<file path="config.mk">
export PLATFORM = sky130hd
export DESIGN_NAME = load_store_unit
export DESIGN_NICKNAME = d
export VERILOG_FILES = /design/src/rtl/load_store_unit.sv
export SDC_FILE = /design/constraint.sdc
export NUM_CORES = 1
export LEC_CHECK = 0
export BUFFER_PORTS_ARGS = -buffer_cell sky130_fd_sc_hd__clkbuf_2
export CAP_MARGIN = 10
export CORE_ASPECT_RATIO = 1.4
export CORE_UTILIZATION = 50
export CTS_CLUSTER_DIAMETER = 50
export CTS_CLUSTER_SIZE = 30
export DETAILED_ROUTE_END_ITERATION = 8
export GPL_TIMING_DRIVEN = 1
export PLACE_DENSITY = 0.89
export SYNTH_ARGS = -nofsm -noshare
export SYNTH_HDL_FRONTEND = slang
export SYNTH_SLANG_ARGS = --single-unit
export TNS_END_PERCENT = 100
</file>
<file path="constraint.sdc">
create_clock -name clk -period 3.99 [get_ports clk]
set_input_delay 0.1995 -clock clk [delete_from_list [all_inputs] [get_ports clk]]
set_output_delay 0.1995 -clock clk [all_outputs]
set_load 0.03 [all_outputs]
</file>
<file path="src/rtl/load_store_unit.sv">
// Load/store unit between the CPU memory stage and a word-only data RAM.
// Extends loads, merges byte/halfword stores via read-modify-write, flags bad accesses.
module load_store_unit #(
   parameter int DATA_WIDTH = 32,
   parameter int ADDR_WIDTH = 32
) (
   input  logic                  clk,
   input  logic                  rst,
   input  logic                  req_valid,
   output logic                  req_ready,
   input  logic                  req_store,
   input  logic [2:0]            req_funct3,
   input  logic [ADDR_WIDTH-1:0] req_addr,
   input  logic [DATA_WIDTH-1:0] req_wdata,
   output logic                  resp_valid,
   output logic [DATA_WIDTH-1:0] resp_rdata,
   output logic                  resp_err,
   output logic [ADDR_WIDTH-1:0] mem_a,
   output logic                  mem_we,
   output logic [DATA_WIDTH-1:0] mem_wd,
   input  logic [DATA_WIDTH-1:0] mem_rd
);

   typedef enum logic [1:0] {IDLE, MERGE_WR, RESP} state_t;

   state_t                state, state_n;
   logic [ADDR_WIDTH-1:0] addr_q;
   logic [DATA_WIDTH-1:0] wdata_q;
   logic [DATA_WIDTH-1:0] old_q;
   logic [2:0]            funct3_q;

   logic                  accept;
   logic                  illegal;
   logic                  misaligned;
   logic                  err;
   logic                  is_sw;
   logic                  is_rmw;
   logic [4:0]            rd_shift;
   logic [DATA_WIDTH-1:0] rd_lane;
   logic [DATA_WIDTH-1:0] load_data;
   logic [4:0]            wr_shift;
   logic [DATA_WIDTH-1:0] wr_mask;
   logic [DATA_WIDTH-1:0] merged;

   assign req_ready = (state == IDLE) && !rst;
   assign accept    = req_valid && req_ready;
   assign mem_a     = (state == IDLE) ? req_addr : addr_q;

   assign illegal    = (req_funct3 == 3'b011) || (req_funct3[2:1] == 2'b11) ||
                       (req_store && req_funct3[2]);
   assign misaligned = ((req_funct3[1:0] == 2'b01) && req_addr[0]) ||
                       ((req_funct3[1:0] == 2'b10) && (req_addr[1:0] != 2'b00));
   assign err        = illegal || misaligned;
   assign is_sw      = req_store && (req_funct3 == 3'b010) && !err;
   assign is_rmw     = req_store && (req_funct3[2:1] == 2'b00) && !err;

   // Bring the addressed lane down to bit 0 before extension.
   assign rd_shift = {req_addr[1:0], 3'b000};
   assign rd_lane  = mem_rd >> rd_shift;

   // NOTE: every output of an always_comb gets a default first so no path infers a latch.
   always_comb begin
      load_data = '0;
      case (req_funct3)
         3'b000:  load_data = {{24{rd_lane[7]}}, rd_lane[7:0]};
         3'b001:  load_data = {{16{rd_lane[15]}}, rd_lane[15:0]};
         3'b010:  load_data = mem_rd;
         3'b100:  load_data = {24'd0, rd_lane[7:0]};
         3'b101:  load_data = {16'd0, rd_lane[15:0]};
         default: load_data = '0;
      endcase
   end

   assign wr_shift = {addr_q[1:0], 3'b000};
   assign wr_mask  = ((funct3_q == 3'b001) ? 32'h0000_FFFF : 32'h0000_00FF) << wr_shift;
   assign merged   = (old_q & ~wr_mask) | ((wdata_q << wr_shift) & wr_mask);

   always_comb begin
      state_n = state;
      mem_we  = 1'b0;
      mem_wd  = merged;
      case (state)
         IDLE: begin
            mem_wd = req_wdata;
            if (accept) begin
               mem_we  = is_sw;
               state_n = is_rmw ? MERGE_WR : RESP;
            end
         end
         MERGE_WR: begin
            mem_we  = 1'b1;
            state_n = RESP;
         end
         RESP:    state_n = IDLE;
         default: state_n = IDLE;
      endcase
      // Reset abandons any write in flight, including a pending merge.
      if (rst) mem_we = 1'b0;
   end

   // NOTE: sequential state uses non-blocking assignments so every register samples pre-edge values.
   always_ff @(posedge clk) begin
      if (rst) begin
         state      <= IDLE;
         resp_valid <= 1'b0;
         resp_rdata <= '0;
         resp_err   <= 1'b0;
         addr_q     <= '0;
         wdata_q    <= '0;
         old_q      <= '0;
         funct3_q   <= '0;
      end else begin
         state      <= state_n;
         resp_valid <= (state_n == RESP);
         if (accept) begin
            addr_q   <= req_addr;
            wdata_q  <= req_wdata;
            old_q    <= mem_rd;
            funct3_q <= req_funct3;
            if (!is_rmw) begin
               resp_err   <= err;
               resp_rdata <= (req_store || err) ? '0 : load_data;
            end
         end
         if (state == MERGE_WR) begin
            resp_err   <= 1'b0;
            resp_rdata <= '0;
         end
      end
   end

endmodule

</file>
# == Yosys cells after proc, flatten, opt, wreduce, memory -nomap -nowiden ==
# Index checks and enable logic that the tools add are counted.
# word_totals
reg_bits,135
input_bits,103
wordCells,60
mem_count,0
rom_bits,0
latch_bits,0
ram_bits,0
# op_classes
bitwise_logic,5
n_mux,11
n_addsub,0
multipliers,0
reduce_logical,22
n_eq_ne,11
shift,3
n_lt_le_gt_ge,0
div_mod_pow,0
# ops
cell,n
case mux 32 bit (5 select lines),1
two-way mux 32 bit,3
bitwise AND 32 bit,2
NOT 32 bit,1
OR 32 bit,1
<< shifter 16 x 5 -> 32 bit,1
<< shifter 32 x 5 -> 32 bit,1
right shift 32 x 5 -> 16 bit,1
two-way mux 16 bit,1
logical AND 1 bit,9
"== test 2 bit, second input constant",3
"== test 3 x 1 -> 1 bit, second input constant",2
"== test 3 x 2 -> 1 bit, second input constant",2
"== test 3 bit, second input constant",2
logical OR 1 bit,5
"== test 2 x 1 -> 1 bit, second input constant",2
zero test 2 bit,2
two-way mux 2 bit,2
case mux 2 bit (2 select lines),1
zero test 3 bit,1
zero test 1 bit,2
two-way mux 1 bit,2
case mux 1 bit (2 select lines),1
AND reduction 2 bit,1
3 further kinds,3

# == Depth between registers and ports, before layout ==
# Gate-level depths: netlist of run 1.
# depth
ltp_word,10
mapped_depth,7
mapped_depth_nobuf,4

# == Worst setup path before layout of run 1 ==
# Ideal clock, no wire load.
# synth_path
path_type,reg-to-output
startpoint,register funct3_q[0]
endpoint,output port mem_wd[10]
arrival_ps,1966
path_buffers,1
path_slack_ps,1825
path_stages_with_launch,6
required_time_ps,3790
cell_sequence,dfxtp_1 nor3b_1 o21bai_1 clkbuf_1 mux2i_1 o21ai_0
# synth_via
elab_chain_len,7
elab_cells_between_ends,8
classes_between,eq/ne: 1; shift: 1; mux: 2; bitwise: 4
# synth_lines
item,line_no,text
from (decl),30,logic [2:0] funct3_q;
from (signal assigned),119,funct3_q <= req_funct3;
== test 3 x 1 -> 1 bit *,75,assign wr_mask = ((funct3_q == 3'b001) ? 32'h0000_FFFF : 32'h0000_00FF) << wr_shift;
two-way mux 16 bit *,75,
<< shifter 16 x 5 -> 32 bit *,75,
NOT 32 bit,76,assign merged = (old_q & ~wr_mask) | ((wdata_q << wr_shift) & wr_mask);
bitwise AND 32 bit,76,
OR 32 bit *,76,
two-way mux 32 bit *,82,case (state)
to (decl),20,"output logic [DATA_WIDTH-1:0] mem_wd,"
# Every way passes the cells marked *; elsewhere a longest branch is shown, timed or not.

# == Worst setup path after layout of run 1 ==
# layout_path
startpoint,register addr_q[0]
endpoint,output port mem_wd[23]
# layout_via
elab_chain_len,5
elab_cells_between_ends,7
classes_between,shift: 2; mux: 1; bitwise: 4
# layout_lines
item,line_no,text
from (decl),27,logic [ADDR_WIDTH-1:0] addr_q;
from (signal assigned),116,addr_q <= req_addr;
<< shifter 16 x 5 -> 32 bit,75,
NOT 32 bit,76,
bitwise AND 32 bit,76,
OR 32 bit *,76,
two-way mux 32 bit *,82,
# Marks and branches as above.

==> reports/results.ini, run 1 <==
[status]
status=completed

[sta]
whs_ns=0.00509
fin_tns_setup_ns=0
min_period_over_period_pct=74.6
finalSetupViolCount=0
slew_violations=0
min_period_ns=2.98
max_slew_margin_pct=21.1
grt_setup_unrepaired=false
fin_skew_ns=0.00593
fmax_mhz=336
hold_viol=0
tightest_slew_ns=1.17

[power_and_ir_drop]
power_switching_share_pct=29.3
power_per_cell_area_nw_per_um2=440
p_leak_nw=3.61
ir_worst_vdd_uv=221
p_int_w=0.00259
switching_power_w=0.00107
p_comb_share_pct=18.2
p_clk_share_pct=43.3
seqPwrFrac_pct=38.5

[synthesis]
synthFlopType=dfxtp_1
syn_area_um2=6690
syn_area_per_cell_um2=8.73
yosysTopAreaCellShare_pct=38.0
ys_types=44
async_flop_share_pct=0
yosysSeqAreaShare_pct=38.0
ys_seq_elements=127
yosys.area.top_type=dfxtp_1
netlist_instances=766
postSynthNetCount=869
synth_edf_count=0
synth_most_common_cell=nand2_1
yosysWarnings=0
synth.area.top_cells=dfxtp_1, o21ai_0, nand2b_1, mux2_2, nand2_1
synthTopCellsByCount=nand2_1, dfxtp_1, o21ai_0

[routing]
first_pass_iters=7
wirelength_mm=19.0
ant_nets=0
drc=0
vias=6231
wire_per_inst_um=16.9
viasPerCell=5.57
first_iter_violations=468

[clock_tree]
cts_buffers=17
clockBufferDepth=2
cts_setup_buffers=0
cts-root-buf=clkbuf_16
cts.sink_count=127
htree_levels=4
clk_latency_ns=0.41
cts_tree=yes
cts_resized=0
holdBufCountCts=4
path_clk_slew_ns=0.06

[setup_path]
worstPathRequired_ns=3.79
critPathSlowestCell=dfxtp_1
r2r_setup_slack_ns=2.11
path_class=reg -> out
crit_fanout=23
critical_path.startpoint=addr_q[0]
cp_slowest_stage_delay_ns=0.85
endpoint=mem_wd[23]
worstPathCellList=nor2b_1 -> a21oi_4 -> mux2i_1 -> o21ai_1 -> clkbuf_2
r2r_cells=5
r2r_end=resp_rdata[10]
worst_ep_arrival_time_ns=2.78
r2r_start=state[0]
critPathLaunchType=flip-flop
end_kind=primary output

[global_route]
grt_max_degree=181
grt_overflow_total=0
antenna_found_initial=1
grt_pass1_vias=5993
track_usage_pct=27.6
grt_pass1_wl_mm=30.2

[floorplan]
die_h_um=139
core_region_area_um2=12900
rows=49
start_util_pct=51.7
die_area_um2=13800
die_w_um=99.7
boundaryPins=203

[placed_design]
io_buffers=202
gp_congestion=0.913
hpwl_mm=13.2

[layout]
layout.nets=1031
drive_gt1_share_pct=32.8
n_fill_cell=1081
areaGrowthSynthToFinish_pct=24.6
diodes=0

[hold_path]
hold_path_class=in -> reg

[run]
cap_viol_max_count=0

[flip-flops by register name, summed over array words and instances, names as in the netlist]
name,flops
resp_rdata,32
state,2
resp_valid,1
funct3_q,3
addr_q,32
resp_err,1
wdata_q,24
old_q,32
[how the worst min path moves through the flow]
stage	from	to	cells past startpoint
6_report	req_addr[14]	addr_q[14]	3
5_1_grt	req_addr[9]	addr_q[9]	3
4_1_cts	req_addr[3]	addr_q[3]	3
3_5_place_dp	req_addr[7]	addr_q[7]	3
3_3_place_gp	req_addr[10]	addr_q[10]	3
2_1_floorplan	req_addr[10]	addr_q[10]	2
[layout by cell type, fill, tap and decap left out, drive strengths merged, types with 3 or more instances in the layout]
cell type,instances
clkbuf,220
nand2,130
dfxtp,127
o21ai,126
nand2b,92
mux2,48
mux2i,41
o2bb2ai,32
a211oi,16
a22oi,16
a31oi,9
inv,9
a21o,8
mux4,8
buf,7
nor2,7
clkinv,5
nor3,4
nand3,4
dlygate4sd3,4
bufinv,3
nor4,3
nor3b,3
[area by class of cell]
type                            instances  area [um^2]  share of cell area (%)
Clock buffer                           18          429                    5.15
Clock inverter                         14          181                    2.18
Inverter                                4         15.0                   0.180
Multi-Input combinational cell        565         3820                    45.9
Sequential cell                       127         2540                    30.5
Tap cell                              178          223                    2.67
Timing Repair Buffer                  213         1120                    13.4
[routing by layer]
metal	part of all wire, %	global-route usage [%]
met1	40	32.8
met2	48	46.1
met3	7.2	7.26
met4	3.9	12.9
met5	0	0
[stage by stage]
stage | util (%) | total power (W) | setup slack [ns] | cell area, um^2 | cells
floorplan | - | 0.00188 | 1.82 | 6690 | 766
finish | 64.4 | 0.00367 | 1.01 | 8330 | 1119
detailed placement | 59.4 | 0.00209 | 1.52 | 7680 | 1083
global route | 64.4 | 0.00380 | 0.869 | 8330 | 1119
CTS | 64.4 | 0.00368 | 1.03 | 8330 | 1119
global placement | 59.4 | 0.00208 | 1.56 | 7680 | 1083
[cells by family after synthesis]
kind of cell / count (synthesis) / synth area share, %
compound gates: 218 / 21.1
buf+inv: 74 / 4.98
simple gates: 250 / 19.0
mux: 97 / 16.9
flops: 127 / 38.0
[critical path: cells and delay by family, from the launching register on]
| kind | cells | cell delay (ns) |
|---|---|---|
| AO/OA/AOI/OAI | 2 | 0.43 |
| AND/OR/NAND/NOR | 1 | 0.66 |
| buffers and inverters | 1 | 0.24 |
| multiplexers | 1 | 0.18 |
| flip-flops | 1 | 0.85 |
[power by group through the flow]
stage / clock network (W) / logic [W] / registers (W)
after floorplan: 0 / 0.000468 / 0.00141
after global placement: 0 / 0.000647 / 0.00143
after detailed placement: 0 / 0.000657 / 0.00143
after CTS: 0.00161 / 0.000665 / 0.00141
after global routing: 0.00166 / 0.000720 / 0.00142
final: 0.00159 / 0.000667 / 0.00141
Power figures use the tool's default switching activity.
==> inputs of run 2 (changes only) <==
--- a/config.mk
+++ b/config.mk
@@ -8,12 +8,12 @@
 export BUFFER_PORTS_ARGS = -buffer_cell sky130_fd_sc_hd__clkbuf_2
 export CAP_MARGIN = 10
 export CORE_ASPECT_RATIO = 1.4
-export CORE_UTILIZATION = 50
+export CORE_UTILIZATION = 47
 export CTS_CLUSTER_DIAMETER = 50
 export CTS_CLUSTER_SIZE = 30
 export DETAILED_ROUTE_END_ITERATION = 8
 export GPL_TIMING_DRIVEN = 1
-export PLACE_DENSITY = 0.89
+export PLACE_DENSITY = 0.88
 export SYNTH_ARGS = -nofsm -noshare
 export SYNTH_HDL_FRONTEND = slang
 export SYNTH_SLANG_ARGS = --single-unit
==> constraint.sdc (replaced) <==
create_clock -name clk -period 2.4 [get_ports clk]
set_input_delay 0.12 -clock clk [delete_from_list [all_inputs] [get_ports clk]]
set_output_delay 0.12 -clock clk [all_outputs]
set_load 0.03 [all_outputs]
==> reports/results.ini, run 2 (synthesized netlist as in run 1, its figures left out) <==
[sta]
min_period_ns=2.29
finalSetupViolCount=0
grt_setup_unrepaired=false
hold_viol=0
fmax_mhz=437
fin_tns_setup_ns=0
min_period_over_period_pct=95.4
max_slew_margin_pct=17.4
whs_ns=0.00857
tightest_slew_ns=1.24
fin_skew_ns=0.00978
slew_violations=0

[floorplan]
core_region_area_um2=13900
start_util_pct=48.1
die_area_um2=14700
rows=51
boundaryPins=203
die_h_um=143
die_w_um=103

[clock_tree]
cts_setup_buffers=0
cts_tree=yes
cts.sink_count=127
htree_levels=4
clk_latency_ns=0.42
cts_buffers=17
path_clk_slew_ns=0.06
clockBufferDepth=2
cts-root-buf=clkbuf_16

[layout]
fin_util_pct=65.7
layout.nets=1115
drive_gt1_share_pct=32.0
areaGrowthSynthToFinish_pct=36.8
layout.cells.non_filler=1210
final_area_um2=9150
final_common_cell=clkbuf_2
diodes=0
mostFrequentLayoutCells=clkbuf_2, nand2_1, dfxtp_1
largest_registers=addr_q (32), old_q (32), resp_rdata (32)

[routing]
wire_per_inst_um=17.7
wirelength_mm=21.5
vias=6796
viasPerCell=5.62
drc=0
first_iter_violations=504
first_pass_iters=5
ant_nets=0

[global_route]
grt_pass1_vias=6641
grt_pass1_wl_mm=33.2
grt_max_degree=62
antenna_found_initial=0
grt_overflow_total=0
track_usage_pct=29.4

[setup_path]
end_kind=primary output
worst_ep_arrival_time_ns=2.17
critPathLaunchType=flip-flop
cp_slowest_stage_delay_ns=0.39
r2r_setup_slack_ns=0.28
crit_fanout=8
r2r_cells=4
worstPathRequired_ns=2.28
r2r_end=resp_rdata[17]
path_class=reg -> out
critPathSlowestCell=dfxtp_2
critical_path.startpoint=addr_q[0]
r2r_start=state[1]
worstPathCellList=buf_4 -> nor2b_2 -> buf_4 -> o2bb2ai_1 -> mux2i_1 -> o21ai_0 -> buf_2
path_common_cell=buf_4

[power_and_ir_drop]
p_leak_nw=3.96
ir_worst_vdd_uv=462
power_per_cell_area_nw_per_um2=669

[hold_path]
hold_start=mem_rd[21]
hold_depth=3
hold_path_class=in -> reg
hold_path_end=old_q[21]

[placed_design]
io_buffers=202
gp_congestion=0.876
hpwl_mm=14.2
place_inst=1104
dpl_cell_area_um2=7810

[run]
cap_viol_max_count=0

[status]
status=completed

run 2: layer usage:
| metal | track usage [%] | part of all wire [%] |
|---|---|---|
| met3 | 5.09 | 7.2 |
| met1 | 34.2 | 39 |
| met2 | 49.5 | 49 |
| met5 | 0 | 0 |
| met4 | 18.5 | 5.4 |
run 2: through the flow:
| step | worst slack (ns) | total power, W |
|---|---|---|
| 3_3_place_gp | 0.267 | 0.00349 |
| 4_1_cts | 0.0385 | 0.00611 |
| 3_5_place_dp | 0.169 | 0.00351 |
| 5_1_grt | 0.0386 | 0.00635 |
| 6_report | 0.111 | 0.00612 |
| 2_1_floorplan | 0.314 | 0.00313 |
run 2: worst max-delay path, delay by kind of cell, from the launching register on:
family,cells,cell delay (ns)
buffers and inverters,3,0.62
AO/OA/AOI/OAI,2,0.40
flip-flops,1,0.39
AND/OR/NAND/NOR,1,0.23
multiplexers,1,0.11
run 2: worst max path at each step:
stage            endpoint  slack [ns]
6_report       mem_wd[17]        0.11
5_1_grt        mem_wd[17]        0.04
4_1_cts        mem_wd[17]        0.04
3_5_place_dp    mem_wd[9]        0.17
3_3_place_gp   mem_wd[14]        0.27
2_1_floorplan  mem_wd[10]        0.31
run 2: report_power, final:
group	total, W	switching [W]	leakage [nW]	internal [W]
clock	0.00252	0.00102	0.274	0.00150
sequential	0.00234	0.000101	1.04	0.00224
combinational	0.00126	0.000745	2.64	0.000518
total	0.00612	0.00187	3.96	0.00425
run 2: area by class of cell:
type | instances | area [um^2]
inverters | 4 | 15.0
clock inverters | 13 | 126
multi-input cells | 565 | 3830
flip-flops and latches | 127 | 2540
well taps | 185 | 231
fillers | 1117 | 4770
repair buffers | 297 | 1950
clock buffers | 19 | 453
run 2: repair_timing:
action,CTS,global route
endpoints found under the setup margin,10,7
hold buffers,74,0
endpoints found under the hold margin,74,0
resized for setup,2,3
